<file path="config.mk">
export PLATFORM = sky130hd
export DESIGN_NAME = vme_iack_cycle_ctrl
export DESIGN_NICKNAME = d
export VERILOG_FILES = /design/src/rtl/vme_pkg.sv /design/src/rtl/vme_sync2.sv /design/src/rtl/vme_iack_cycle_ctrl.sv
export SDC_FILE = /design/constraint.sdc
export NUM_CORES = 1
export LEC_CHECK = 0
export BUFFER_PORTS_ARGS = -buffer_cell sky130_fd_sc_hd__buf_2
export CORE_MARGIN = 2
export CORE_UTILIZATION = 35
export DETAILED_ROUTE_END_ITERATION = 7
export PLACE_DENSITY = 0.63
export SLEW_MARGIN = 20
export SYNTH_ARGS = -nofsm -noshare
export SYNTH_HDL_FRONTEND = slang
export SYNTH_SLANG_ARGS = --single-unit
</file>
<file path="constraint.sdc">
create_clock -name clk -period 1.8 [get_ports clk]
set_input_delay 0.09 -clock clk [delete_from_list [all_inputs] [get_ports clk]]
set_output_delay 0.09 -clock clk [all_outputs]
set_load 0.005 [all_outputs]
</file>
<file path="src/rtl/vme_pkg.sv">
// rtl/vme_pkg.sv - shared constants and FSM state encoding for the VME IACK cycle master
package vme_pkg;

  // VME IACK level is carried on A3:A1
  localparam int LEVEL_W         = 3;
  localparam int DEFAULT_TIMEOUT = 1024;
  localparam int DEFAULT_SETTLE  = 2;

  localparam int STATE_W = 3;
  localparam logic [STATE_W-1:0] ST_IDLE     = 3'd0;
  localparam logic [STATE_W-1:0] ST_SETUP    = 3'd1;
  localparam logic [STATE_W-1:0] ST_WAIT_ACK = 3'd2;
  localparam logic [STATE_W-1:0] ST_RELEASE  = 3'd3;
  localparam logic [STATE_W-1:0] ST_DELIVER  = 3'd4;

endpackage

</file>
<file path="src/rtl/vme_sync2.sv">
// rtl/vme_sync2.sv - two-flop synchronizer for asynchronous VME strobes
module vme_sync2 #(
  parameter logic RESET_VAL = 1'b1
) (
  input  logic clk,
  input  logic reset,
  input  logic d,
  output logic q
);

  logic meta_d, meta_q;
  logic sync_d, sync_q;

  // shift the raw input through two stages
  always_comb begin
    meta_d = d;
    sync_d = meta_q;
  end

  // strobes idle deasserted (high) out of reset
  always_ff @(posedge clk or posedge reset) begin
    if (reset) begin
      meta_q <= RESET_VAL;
      sync_q <= RESET_VAL;
    end else begin
      meta_q <= meta_d;
      sync_q <= sync_d;
    end
  end

  assign q = sync_q;

endmodule

</file>
<file path="src/rtl/vme_iack_cycle_ctrl.sv">
// rtl/vme_iack_cycle_ctrl.sv - VME interrupt-acknowledge cycle master with status/ID capture
module vme_iack_cycle_ctrl
  import vme_pkg::*;
#(
  parameter int SETTLE_CYCLES  = DEFAULT_SETTLE,
  parameter int TIMEOUT_CYCLES = DEFAULT_TIMEOUT,
  parameter int VEC_WIDTH      = 8
) (
  input  logic                 clk,
  input  logic                 reset,
  input  logic                 irq,
  input  logic [LEVEL_W-1:0]   vec_addr,
  output logic                 vme_iack_n,
  output logic                 vme_as_n,
  output logic                 vme_ds0_n,
  output logic [LEVEL_W-1:0]   vme_addr,
  input  logic                 vme_dtack_n,
  input  logic                 vme_berr_n,
  input  logic [VEC_WIDTH-1:0] vme_data,
  output logic                 iack,
  output logic                 dtack,
  output logic [VEC_WIDTH-1:0] vector,
  output logic                 vector_valid,
  output logic                 vector_err,
  input  logic                 vector_ack
);

  localparam int TW = $clog2(TIMEOUT_CYCLES);
  localparam logic [TW-1:0] TIMER_LAST  = TW'(TIMEOUT_CYCLES - 1);
  localparam logic [TW-1:0] TIMER_ONE   = TW'(1);
  localparam logic [3:0]    SETTLE_LAST = 4'(SETTLE_CYCLES - 1);

  // synced active-low copies; the FSM never looks at the raw bus lines
  logic dtk;
  logic berr;

  vme_sync2 #(.RESET_VAL(1'b1)) u_sync_dtack (
    .clk   (clk),
    .reset (reset),
    .d     (vme_dtack_n),
    .q     (dtk)
  );

  vme_sync2 #(.RESET_VAL(1'b1)) u_sync_berr (
    .clk   (clk),
    .reset (reset),
    .d     (vme_berr_n),
    .q     (berr)
  );

  logic [STATE_W-1:0]   state_d, state_q;
  logic [3:0]           settle_cnt_d, settle_cnt_q;
  logic [TW-1:0]        timer_d, timer_q;
  logic                 iack_n_d, iack_n_q;
  logic                 as_n_d, as_n_q;
  logic                 ds0_n_d, ds0_n_q;
  logic [LEVEL_W-1:0]   addr_d, addr_q;
  logic                 iack_d, iack_q;
  logic                 dtack_d, dtack_q;
  logic [VEC_WIDTH-1:0] vector_d, vector_q;
  logic                 valid_d, valid_q;
  logic                 err_d, err_q;
  logic [TW-1:0]        timer_inc;

  // the timer sticks at its last value rather than wrapping
  assign timer_inc = (timer_q == TIMER_LAST) ? timer_q : timer_q + TIMER_ONE;

  // IACK cycle sequencing: address/IACK setup, strobe, capture, release, hand-off
  always_comb begin
    state_d      = state_q;
    settle_cnt_d = settle_cnt_q;
    timer_d      = timer_q;
    iack_n_d     = iack_n_q;
    as_n_d       = as_n_q;
    ds0_n_d      = ds0_n_q;
    addr_d       = addr_q;
    iack_d       = iack_q;
    dtack_d      = 1'b0;
    vector_d     = vector_q;
    valid_d      = valid_q;
    err_d        = err_q;
    case (state_q)
      ST_IDLE: begin
        // a vector still awaiting the CPU blocks any new acknowledge
        if (irq && !valid_q) begin
          addr_d       = vec_addr;
          iack_n_d     = 1'b0;
          iack_d       = 1'b1;
          settle_cnt_d = '0;
          state_d      = ST_SETUP;
        end
      end
      ST_SETUP: begin
        // irq is not rechecked here: once started, the cycle runs to completion
        if (settle_cnt_q == SETTLE_LAST) begin
          as_n_d       = 1'b0;
          ds0_n_d      = 1'b0;
          timer_d      = '0;
          settle_cnt_d = '0;
          state_d      = ST_WAIT_ACK;
        end else begin
          settle_cnt_d = settle_cnt_q + 4'd1;
        end
      end
      ST_WAIT_ACK: begin
        // DTACK is checked first so it wins over a simultaneous BERR or timeout
        if (!dtk) begin
          vector_d = vme_data;
          err_d    = 1'b0;
          dtack_d  = 1'b1;
          as_n_d   = 1'b1;
          ds0_n_d  = 1'b1;
          timer_d  = '0;
          state_d  = ST_RELEASE;
        end else if (!berr || timer_q == TIMER_LAST) begin
          vector_d = '0;
          err_d    = 1'b1;
          dtack_d  = 1'b1;
          as_n_d   = 1'b1;
          ds0_n_d  = 1'b1;
          timer_d  = '0;
          state_d  = ST_RELEASE;
        end else begin
          timer_d = timer_inc;
        end
      end
      ST_RELEASE: begin
        // keep IACK* low until the interrupter lets go; a stuck line only costs a timeout
        if ((dtk && berr) || timer_q == TIMER_LAST) begin
          iack_n_d = 1'b1;
          iack_d   = 1'b0;
          valid_d  = 1'b1;
          timer_d  = '0;
          state_d  = ST_DELIVER;
        end else begin
          timer_d = timer_inc;
        end
      end
      ST_DELIVER: begin
        if (vector_ack) begin
          valid_d = 1'b0;
          err_d   = 1'b0;
          state_d = ST_IDLE;
        end
      end
      default: begin
        state_d = ST_IDLE;
      end
    endcase
  end

  // asynchronous reset drops every VME strobe immediately
  always_ff @(posedge clk or posedge reset) begin
    if (reset) begin
      state_q      <= ST_IDLE;
      settle_cnt_q <= '0;
      timer_q      <= '0;
      iack_n_q     <= 1'b1;
      as_n_q       <= 1'b1;
      ds0_n_q      <= 1'b1;
      addr_q       <= '0;
      iack_q       <= 1'b0;
      dtack_q      <= 1'b0;
      vector_q     <= '0;
      valid_q      <= 1'b0;
      err_q        <= 1'b0;
    end else begin
      state_q      <= state_d;
      settle_cnt_q <= settle_cnt_d;
      timer_q      <= timer_d;
      iack_n_q     <= iack_n_d;
      as_n_q       <= as_n_d;
      ds0_n_q      <= ds0_n_d;
      addr_q       <= addr_d;
      iack_q       <= iack_d;
      dtack_q      <= dtack_d;
      vector_q     <= vector_d;
      valid_q      <= valid_d;
      err_q        <= err_d;
    end
  end

  assign vme_iack_n   = iack_n_q;
  assign vme_as_n     = as_n_q;
  assign vme_ds0_n    = ds0_n_q;
  assign vme_addr     = addr_q;
  assign iack         = iack_q;
  assign dtack        = dtack_q;
  assign vector       = vector_q;
  assign vector_valid = valid_q;
  assign vector_err   = err_q;

endmodule
</file>
==> results.cfg, run 1 <==
[status]
outcome = complete, no violations

[setup_path]
r2r_cells = 7
worstSetupStartpointType = flop
worst-setup-path-type = reg -> reg
crit_fanout = 5
critical_path.max_stage_delay_ps = 480
cp-startpoint = settle_cnt_q[1]$_DFFE_PP0P_
rrSetupSlack_ps = 40
r2r_start = settle_cnt_q[1]$_DFFE_PP0P_
worstReg2RegEnd = timer_q[2]$_DFFE_PP0P_
cpMaxStageDelayCell = or4_4
worst_ep_arrival_time_ps = 1980
worst_setup_path_end_kind = flop
required_ps = 2020
crit_chain = inv_1 > ha_2 > nor4bb_4 > o21ai_2 > buf_4 > or4_4 > a21oi_2

[synth]
avgSynthCellArea_um2 = 10.82
synth_top_area_frac = 0.4301
synth_flop_cell = dfrtp_1
ys_async_sr_fraction = 1.000
synth_area_leaders = dfrtp_1, dfstp_2, nor4b_1
yosysTopAreaCell = dfrtp_1
synth_edf_count = 0
synth.distinct_cells = 49
syn_area_mm2 = 0.001862
synth_seq_area_share = 0.5148
synth_commonest_cells = dfrtp_1, nand2_1
synth_warnings = 0
synth_seq_cells = 38
syn_nets = 192
yosysMostFrequentCell = dfrtp_1
syn-instance-count = 172

[floorplan]
initial_core_util = 0.3645
ios = 35
die_area_mm2 = 0.005919
fp-row-count = 26
core_mm2 = 0.005107
dieHeight_um = 76.94
dieWidth_um = 76.94

[clock_network]
cts.path.max_buffers = 2
cts_buffers = 5
clk_pin_slew_ps = 70
cts_num_sinks = 38
cts_max_level = 2
cts_tree = done
cts_root_buf = clkbuf_8
worstSkewPairLatency_ps = 290

[sta]
worst_hold_slack_ps = 36.11
setup_viol = 0
maxSlewViolCount = 0
fmax_mhz = 567.9
skew_ps = 7.807
worst_pin_slew_ps = 473.3
min_period_ps = 1761
period_share = 0.9783
relSlewSlack = 0.6812
rsz0062_at_grt = true
hold_viol_final = 0

[min_path]
whs_endpoint = vme_addr[0]$_DFFE_PP0P_
holdCritStartpoint = vec_addr[0]
min_path_type = in -> reg
whs_path_depth = 2

[detailed_routing]
routed-via-count = 1594
drt_iter0_drc = 79
wirelength_mm = 4.118
drc = 0
via_per_inst = 5.044
dr.pass1.iters = 4
antenna_left = 0
wire_per_inst_um = 13.03

[global_routing]
grt.total_usage = 0.1485
grt_start_max_net_pins = 39
antenna_found_initial = 0
grt_pass1_vias = 1523
grt_first_pass_wirelength_mm = 6.962
grt.overflow.total = 0

[final_layout]
area_growth_pct = 36.42
nets = 265
drive_gt1_frac = 0.4431
antenna_cells = 0
final_cells = 316

[placed_design]
placed_cells = 300
numPortBuffers = 34
place_congestion = 0.7953
post-dp-hpwl_mm = 2.802

[power]
ir_drop_mv = 0.7540
power_density_mw_per_mm2 = 1433
leakagePower_nw = 1.214

[flow_run]
max_cap_viol_count = 0
-- cell usage in the layout (no fill, tap or decap), types with 5 or more instances in the layout --
cell type and count:
buf_4 35, buf_2 34, dfrtp_1 32, nand2_1 15, inv_1 9, nand3_1 9, o21ai_0 9, nor4b_1 8
a21o_1 8, clkbuf_8 6, dfstp_2 6, o31ai_1 5, or4_4 5, mux2_2 5, a21oi_2 5
-- layer usage --
layer  GRT usage  up-vias  routed length [um]
met5           0        -                   0
met2      0.2272       43                1944
met3     0.04000        5                 216
li1            -      782                   -
met1      0.1971      764                1892
met4     0.06545        0                  63
-- power by group --
part	leakage [nW]	total, mW	internal (mW)	switching (mW)
combinational	0.689	1.73	0.942	0.789
clock	0.0455	0.597	0.312	0.284
sequential	0.479	1.31	1.13	0.182
-- worst max-delay path by stage --
stage                        endpoint  slack [ps]
3_3_place_gp   timer_q[0]$_DFFE_PP0P_         -50
2_1_floorplan  timer_q[5]$_DFFE_PP0P_         110
5_1_grt        timer_q[3]$_DFFE_PP0P_         -30
4_1_cts        timer_q[4]$_DFFE_PP0P_          20
6_report       timer_q[2]$_DFFE_PP0P_          40
3_5_place_dp   timer_q[4]$_DFFE_PP0P_        -130
-- state kept, by name, summed over array words and instances (netlist names), 3 cells and up --
register      cells
state_q           3
settle_cnt_q      4
vector            8
timer_q          10
vme_addr          3
-- critical path, delay by kind of cell, from the launching register on --
| kind | cells | cell delay [ps] |
|---|---|---|
| flops | 1 | 380 |
| buf+inv | 2 | 230 |
| simple gates | 2 | 680 |
| fa+ha+maj | 1 | 160 |
| compound gates | 2 | 240 |
-- repair_timing --
item	CTS	global route
hold buffers	4	0
cloned	0	0
setup endpoints to repair	6	6
buffers inserted	3	1
hold endpoints to repair	35	0
pin swaps	2	6
gates resized for setup	3	14
-- cells by family (layout without fill, tap and decap cells) --
logic type	count (synthesis)	count (layout)	synth area share
adders and majority gates	3	3	0.02016
muxes	6	6	0.03830
DFF	38	38	0.5148
xor gates and xnor gates	2	2	0.009410
buffers and inverters	17	91	0.04368
and+or+nand+nor	58	58	0.1983
AOI/OAI and AO/OA	48	48	0.1754
-- cell type report --
class	count	area, um2
fill	485	2567
sequential	38	958.4
multi-input combinational	117	885.9
timing repair buffer	74	484.2
clock buffer	8	90.09
tap	70	87.58
inverter	9	33.78
-- per-stage QoR --
step / instance area (um2) / setup WS [ps] / utilization / power, mW / TNS (ps)
finish: 2540 / 39.11 / 0.4973 / 3.641 / 0
detailed placement: 2312 / -133.4 / 0.4527 / 2.853 / -720.9
floorplan: 1862 / 106.1 / - / 2.182 / 0
global route: 2540 / -28.86 / 0.4973 / 3.929 / -78.43
global placement: 2312 / -46.93 / 0.4527 / 2.831 / -168.8
CTS: 2481 / 18.64 / 0.4858 / 3.584 / 0
No activity file was read; power rests on OpenSTA's default activity.
==> inputs of run 2 (changes only) <==
--- a/config.mk
+++ b/config.mk
@@ -5,11 +5,12 @@
 export SDC_FILE = /design/constraint.sdc
 export NUM_CORES = 1
 export LEC_CHECK = 0
+export ABC_AREA = 1
 export BUFFER_PORTS_ARGS = -buffer_cell sky130_fd_sc_hd__buf_2
 export CORE_MARGIN = 2
 export CORE_UTILIZATION = 35
 export DETAILED_ROUTE_END_ITERATION = 7
-export PLACE_DENSITY = 0.63
+export PLACE_DENSITY = 0.62
 export SLEW_MARGIN = 20
 export SYNTH_ARGS = -nofsm -noshare
 export SYNTH_HDL_FRONTEND = slang
==> run 2 against run 1 <==
Against the previous run: non-clock buffer count is 32 lower; worst hold slack worse by 11 ps; sequential share of layout area is 1.7 points higher; largest cell class unchanged.
==> results.cfg, run 2 <==
[final_layout]
top_register = timer_q
final_common_cell = nand2_1
area_growth_pct = 20.63
final_core_util = 0.4383
final_cell_mix = nand2_1, buf_2, inv_1
final_cells = 359
nets = 306
antenna_cells = 0
drive_gt1_frac = 0.2474
largest_reg_flops = 10
fill_cells = 579

[synth]
synth_edf_count = 0
synth.distinct_cells = 27
yosysMostFrequentCell = nand2_1
syn-instance-count = 239
synth_area_leaders = dfrtp_1, nand2_1, dfstp_2
ys_async_sr_fraction = 1.000
synth_flop_cell = dfrtp_1
avgSynthCellArea_um2 = 8.423
synth_top_area_frac = 0.3978
synth_warnings = 0
synth_seq_area_share = 0.4761
syn_nets = 259
synth_commonest_cells = nand2_1, inv_1, dfrtp_1, nand3_1, nor2_1
synth_seq_cells = 38
syn_area_mm2 = 0.002013
yosysTopAreaCell = dfrtp_1

[clock_network]
cts_setup_buffers = 0
cts.path.max_buffers = 2
cts_max_level = 2
cts_buffers = 5
cts_root_buf = clkbuf_8
ctsHoldBuffers = 6
clk_pin_slew_ps = 70
cts_tree = done
ctsResizeCount = 0
cts_num_sinks = 38
worstSkewPairLatency_ps = 290

[power]
p_sw_mw = 1.347
clkPwrFrac = 0.182
internal-power_mw = 1.993
ir_drop_mv = 0.8371
swShare = 0.4033
leakagePower_nw = 1.233
power_density_mw_per_mm2 = 1376
power_frac_comb = 0.419
seqPwrFrac = 0.399

[detailed_routing]
dr.pass1.iters = 4
drc = 0
antenna_left = 0
wirelength_mm = 3.980
drt_iter0_drc = 58
via_per_inst = 4.563
routed-via-count = 1638
wire_per_inst_um = 11.09

[global_routing]
grt_start_max_net_pins = 39
grt_pass1_vias = 1590
grt.total_usage = 0.1423
grt.overflow.total = 0
grt_first_pass_wirelength_mm = 7.148
antenna_found_initial = 0

[placed_design]
post-dp-hpwl_mm = 2.970
place_congestion = 0.8246
numPortBuffers = 34
placed_cells = 345

[sta]
period_share = 0.8577
setup_tns_ps = 0
worst_pin_slew_ps = 478.4
hold_viol_final = 0
maxSlewViolCount = 0
min_period_ps = 1544
skew_ps = 3.315
fmax_mhz = 647.8
setup_viol = 0
rsz0062_at_grt = false
relSlewSlack = 0.6811

[floorplan]
initial_core_util = 0.3634
fp-row-count = 27
die_area_mm2 = 0.006374
dieHeight_um = 79.84
ios = 35
dieWidth_um = 79.84
core_mm2 = 0.005540

[min_path]
min_path_type = in -> reg

[setup_path]
worst-setup-path-type = reg -> reg
worstSetupStartpointType = flop
cpMaxStageDelayCell = dfrtp_1
critical_path.max_stage_delay_ps = 410
required_ps = 1990
path_buf_inv = 0
crit_chain = ha_1 > nand3_1 > nor2_4 > nand3_4 > nand2_8 > nand3_4 > nand2_1 > nand2_1
worst_ep_arrival_time_ps = 1730
worst_setup_path_end_kind = flop
crit_fanout = 10
cp_top_family = simple AND/OR/NAND/NOR gates

[status]
outcome = complete, no violations

[flow_run]
max_cap_viol_count = 0
==> run 2: cell types whose count changed after synthesis, sizes merged, moves of 5 or more <==
cell,previous run,this run
nand3,9,32
nand2,15,80
a21oi,9,4
nor4b,8,0
nor2,3,20
o31ai,5,0
inv,9,33
a21o,8,0
or4,6,0
mux2,6,0
==> run 2: worst paths after layout <==
path	startpoint	end	slack (ps)	depth (start not counted)
max reg2reg	timer_q[1]$_DFFE_PP0P_	vector[1]$_DFFE_PP0P_	260	8
min	vme_data[7]	vector[7]$_DFFE_PP0P_	20	3
min reg2reg	u_sync_dtack.meta_q$_DFF_PP1_	u_sync_dtack.q$_DFF_PP1_	360	0
max in group asynchronous	reset	vme_iack_n$_DFFE_PP1P_	990	4
max	timer_q[1]$_DFFE_PP0P_	vector[1]$_DFFE_PP0P_	260	8
min in group asynchronous	reset	vector_err$_DFFE_PP0P_	460	4
==> run 2: area by class of cell <==
type | count | area [um2] | area share
clock inverter | 2 | 12.51 | 0.005152
multi-input combinational | 165 | 907.1 | 0.3735
sequential | 38 | 958.4 | 0.3946
tap | 72 | 90.09 | 0.03709
timing repair buffer | 42 | 245.2 | 0.1010
inverter | 34 | 132.6 | 0.05461
clock buffer | 6 | 82.58 | 0.03400
==> run 2: logic make-up (layout without fill, tap and decap cells) <==
kind of cell | after synthesis | after routing | share of synthesized area
buf+inv | 36 | 84 | 0.07334
flops | 38 | 38 | 0.4761
compound gates | 19 | 19 | 0.05656
fa+ha+maj | 3 | 3 | 0.01865
simple gates | 139 | 139 | 0.3580
xor+xnor | 4 | 4 | 0.01741
==> run 2: routing by layer <==
layer	wire, um	GRT usage	up-vias
li1	-	-	848
met1	1884	0.1846	754
met2	1881	0.2328	31
met3	136	0.02602	5
met4	78	0.06102	0
met5	0	0	-
==> run 2: power groups by stage <==
stage	Clock (mW)	Sequential, mW	Combinational [mW]
final	0.607	1.33	1.40
after global placement	0	1.34	1.40
after CTS	0.632	1.34	1.43
after global routing	0.668	1.38	1.61
after detailed placement	0	1.35	1.41
after floorplan	0	1.34	0.993
==> run 2: tightest hold or removal path, stage by stage <==
cell and delay (ps):
buf_2 70, nand3_1 60, nand2_1 60
==> run 2: through the flow <==
stage	total power [mW]	hold slack (ps)	setup WS (ps)	cell area (um2)
6_report	3.341	24.86	256.2	2429
5_1_grt	3.656	42.57	85.58	2429
2_1_floorplan	2.333	94.48	391.4	2013
3_3_place_gp	2.741	195.4	283.4	2273
4_1_cts	3.394	19.71	242.2	2429
3_5_place_dp	2.758	200.5	260.8	2273
==> inputs of run 3 (changes only) <==
--- a/config.mk
+++ b/config.mk
@@ -7,6 +7,7 @@
 export LEC_CHECK = 0
 export ABC_AREA = 1
 export BUFFER_PORTS_ARGS = -buffer_cell sky130_fd_sc_hd__buf_2
+export CORE_ASPECT_RATIO = 1.5
 export CORE_MARGIN = 2
 export CORE_UTILIZATION = 35
 export DETAILED_ROUTE_END_ITERATION = 7
==> run 3 against run 2 <==
Against the previous run: clock power is 3.5% higher; non-clock buffer count stayed put; die area is 0.20% higher; count of clock-buffer cells in the layout stayed put; sequential power hardly changed; sequential share of layout area hardly changed; worst setup slack worse by 21 ps; clock skew is 2.5 ps higher; global-route usage is 0.13 points higher; via count is 0.12% lower; first-iteration DRC count is 50% lower; highest routed layer unchanged.
==> results.cfg, run 3 (synthesis gave the netlist of run 2 again) <==
[status]
outcome = complete, no violations

[clock_network]
worstSkewPairLatency_ps = 290
cts.path.max_buffers = 2
clk_pin_slew_ps = 80
cts_buffers = 5
cts_max_level = 2
cts_num_sinks = 38
ctsResizeCount = 0
cts_root_buf = clkbuf_8
cts_tree = done
cts_setup_buffers = 0
ctsHoldBuffers = 6

[setup_path]
rrSetupSlack_ps = 230
required_ps = 1990
worstReg2RegEnd = vector[6]$_DFFE_PP0P_
r2r_cells = 8
worst_ep_arrival_time_ps = 1760
crit_chain = ha_1 > nand3_1 > nor2_4 > nand3_4 > nand2_8 > nand3_4 > nand2_1 > nand2_1
crit_fanout = 10
r2r_start = timer_q[0]$_DFFE_PP0P_
cpMaxStageDelayCell = dfrtp_1
worst_setup_path_end_kind = flop
worst-setup-path-type = reg -> reg
critical_path.max_stage_delay_ps = 400
path_buf_inv = 0
worstSetupStartpointType = flop
cp_top_family = simple AND/OR/NAND/NOR gates

[global_routing]
grt.overflow.total = 0
antenna_found_initial = 0
grt_pass1_vias = 1682
grt_first_pass_wirelength_mm = 7.189
grt_start_max_net_pins = 39
grt.total_usage = 0.1436

[detailed_routing]
drc = 0
wire_per_inst_um = 11.36
antenna_left = 0
dr.pass1.iters = 4
routed-via-count = 1636
wirelength_mm = 4.056
via_per_inst = 4.583
drt_iter0_drc = 29

[final_layout]
largest_reg_flops = 10
area_growth_pct = 20.70
final_cell_mix = nand2_1, buf_2, inv_1
fin_area_mm2 = 0.002430
regArea_um2 = 958.4
antenna_cells = 0
fill_cells = 551
drive_gt1_frac = 0.2474
multiInputGateArea_um2 = 907.1
nets = 306
top_register = timer_q
final_common_cell = nand2_1

[flow_run]
max_cap_viol_count = 0

[power]
swShare = 0.4055
seqPwrFrac = 0.396
clkPwrFrac = 0.187
power_frac_comb = 0.417
power_density_mw_per_mm2 = 1384
p_sw_mw = 1.364
internal-power_mw = 1.999
ir_drop_mv = 0.7331
leakagePower_nw = 1.234

[sta]
fmax_mhz = 638.9
skew_ps = 5.830
worst_pin_slew_ps = 465.5
rsz0062_at_grt = false
relSlewSlack = 0.6897
setup_tns_ps = 0
maxSlewViolCount = 0
setup_viol = 0
period_share = 0.8695
hold_viol_final = 0
min_period_ps = 1565

[placed_design]
place_congestion = 0.8377
dpl_cell_area_mm2 = 0.002271
numPortBuffers = 34
post-dp-hpwl_mm = 3.068

[floorplan]
dieWidth_um = 65.93
dieHeight_um = 96.89
die_area_mm2 = 0.006387
core_mm2 = 0.005492
ios = 35
fp-row-count = 33
initial_core_util = 0.3666

[min_path]
min_path_type = in -> reg
whs_endpoint = vector[0]$_DFFE_PP0P_
holdCritStartpoint = vme_data[0]
whs_path_depth = 3
-- run 3: changes by cell type in the layout (fill, tap and decap cells not counted) --
cell / before / now
inv_6: 0 / 1
clkinv_2: 1 / 0
-- run 3: layout make-up --
cell class                 instances  share of cell area
inverter                          34             0.05458
clock inverter                     2            0.006694
multi-input combinational        165              0.3733
clock buffer                       6             0.03399
sequential                        38              0.3944
tap                               70             0.03605
timing repair buffer              42              0.1009
-- run 3: how the worst max path moves through the flow --
stage / depth (start not counted) / slack [ps] / to / start
finish: 8 / 230 / vector[6]$_DFFE_PP0P_ / timer_q[0]$_DFFE_PP0P_
detailed placement: 8 / 230 / vector[6]$_DFFE_PP0P_ / timer_q[0]$_DFFE_PP0P_
global route: 8 / 70 / vector[5]$_DFFE_PP0P_ / timer_q[0]$_DFFE_PP0P_
floorplan: 10 / 390 / state_q[0]$_DFFE_PP0P_ / timer_q[0]$_DFFE_PP0P_
CTS: 8 / 220 / vector[6]$_DFFE_PP0P_ / timer_q[0]$_DFFE_PP0P_
global placement: 8 / 270 / vector[4]$_DFFE_PP0P_ / timer_q[0]$_DFFE_PP0P_
-- run 3: tightest hold or removal path, delay by kind of cell --
family	cells	cell delay, ps
buffers and inverters	1	70
AND/OR/NAND/NOR	2	120
-- run 3: through the flow --
stage	cells	worst slack (ps)	hold WS [ps]	power [mW]	util
after floorplan	239	391.4	94.48	2.333	-
after global placement	343	265.2	195.2	2.749	0.4135
after detailed placement	343	226.4	197.0	2.764	0.4135
after CTS	357	219.4	14.08	3.422	0.4425
after global routing	357	74.69	36.03	3.681	0.4425
final	357	234.9	21.97	3.363	0.4425
-- run 3: power by group through the flow --
stage	sequential, mW	combinational (mW)	clock, mW
floorplan	1.34	0.993	0
global placement	1.35	1.40	0
detailed placement	1.35	1.41	0
CTS	1.34	1.43	0.652
global route	1.38	1.61	0.686
finish	1.33	1.40	0.628
-- run 3: per-layer routing --
layer / global-route usage / vias up / share of wire
met2: 0.2448 / 20 / 0.53
met1: 0.1669 / 759 / 0.42
met3: 0.02558 / 7 / 0.023
li1: - / 850 / -
met4: 0.07372 / 0 / 0.023
met5: 0 / - / 0
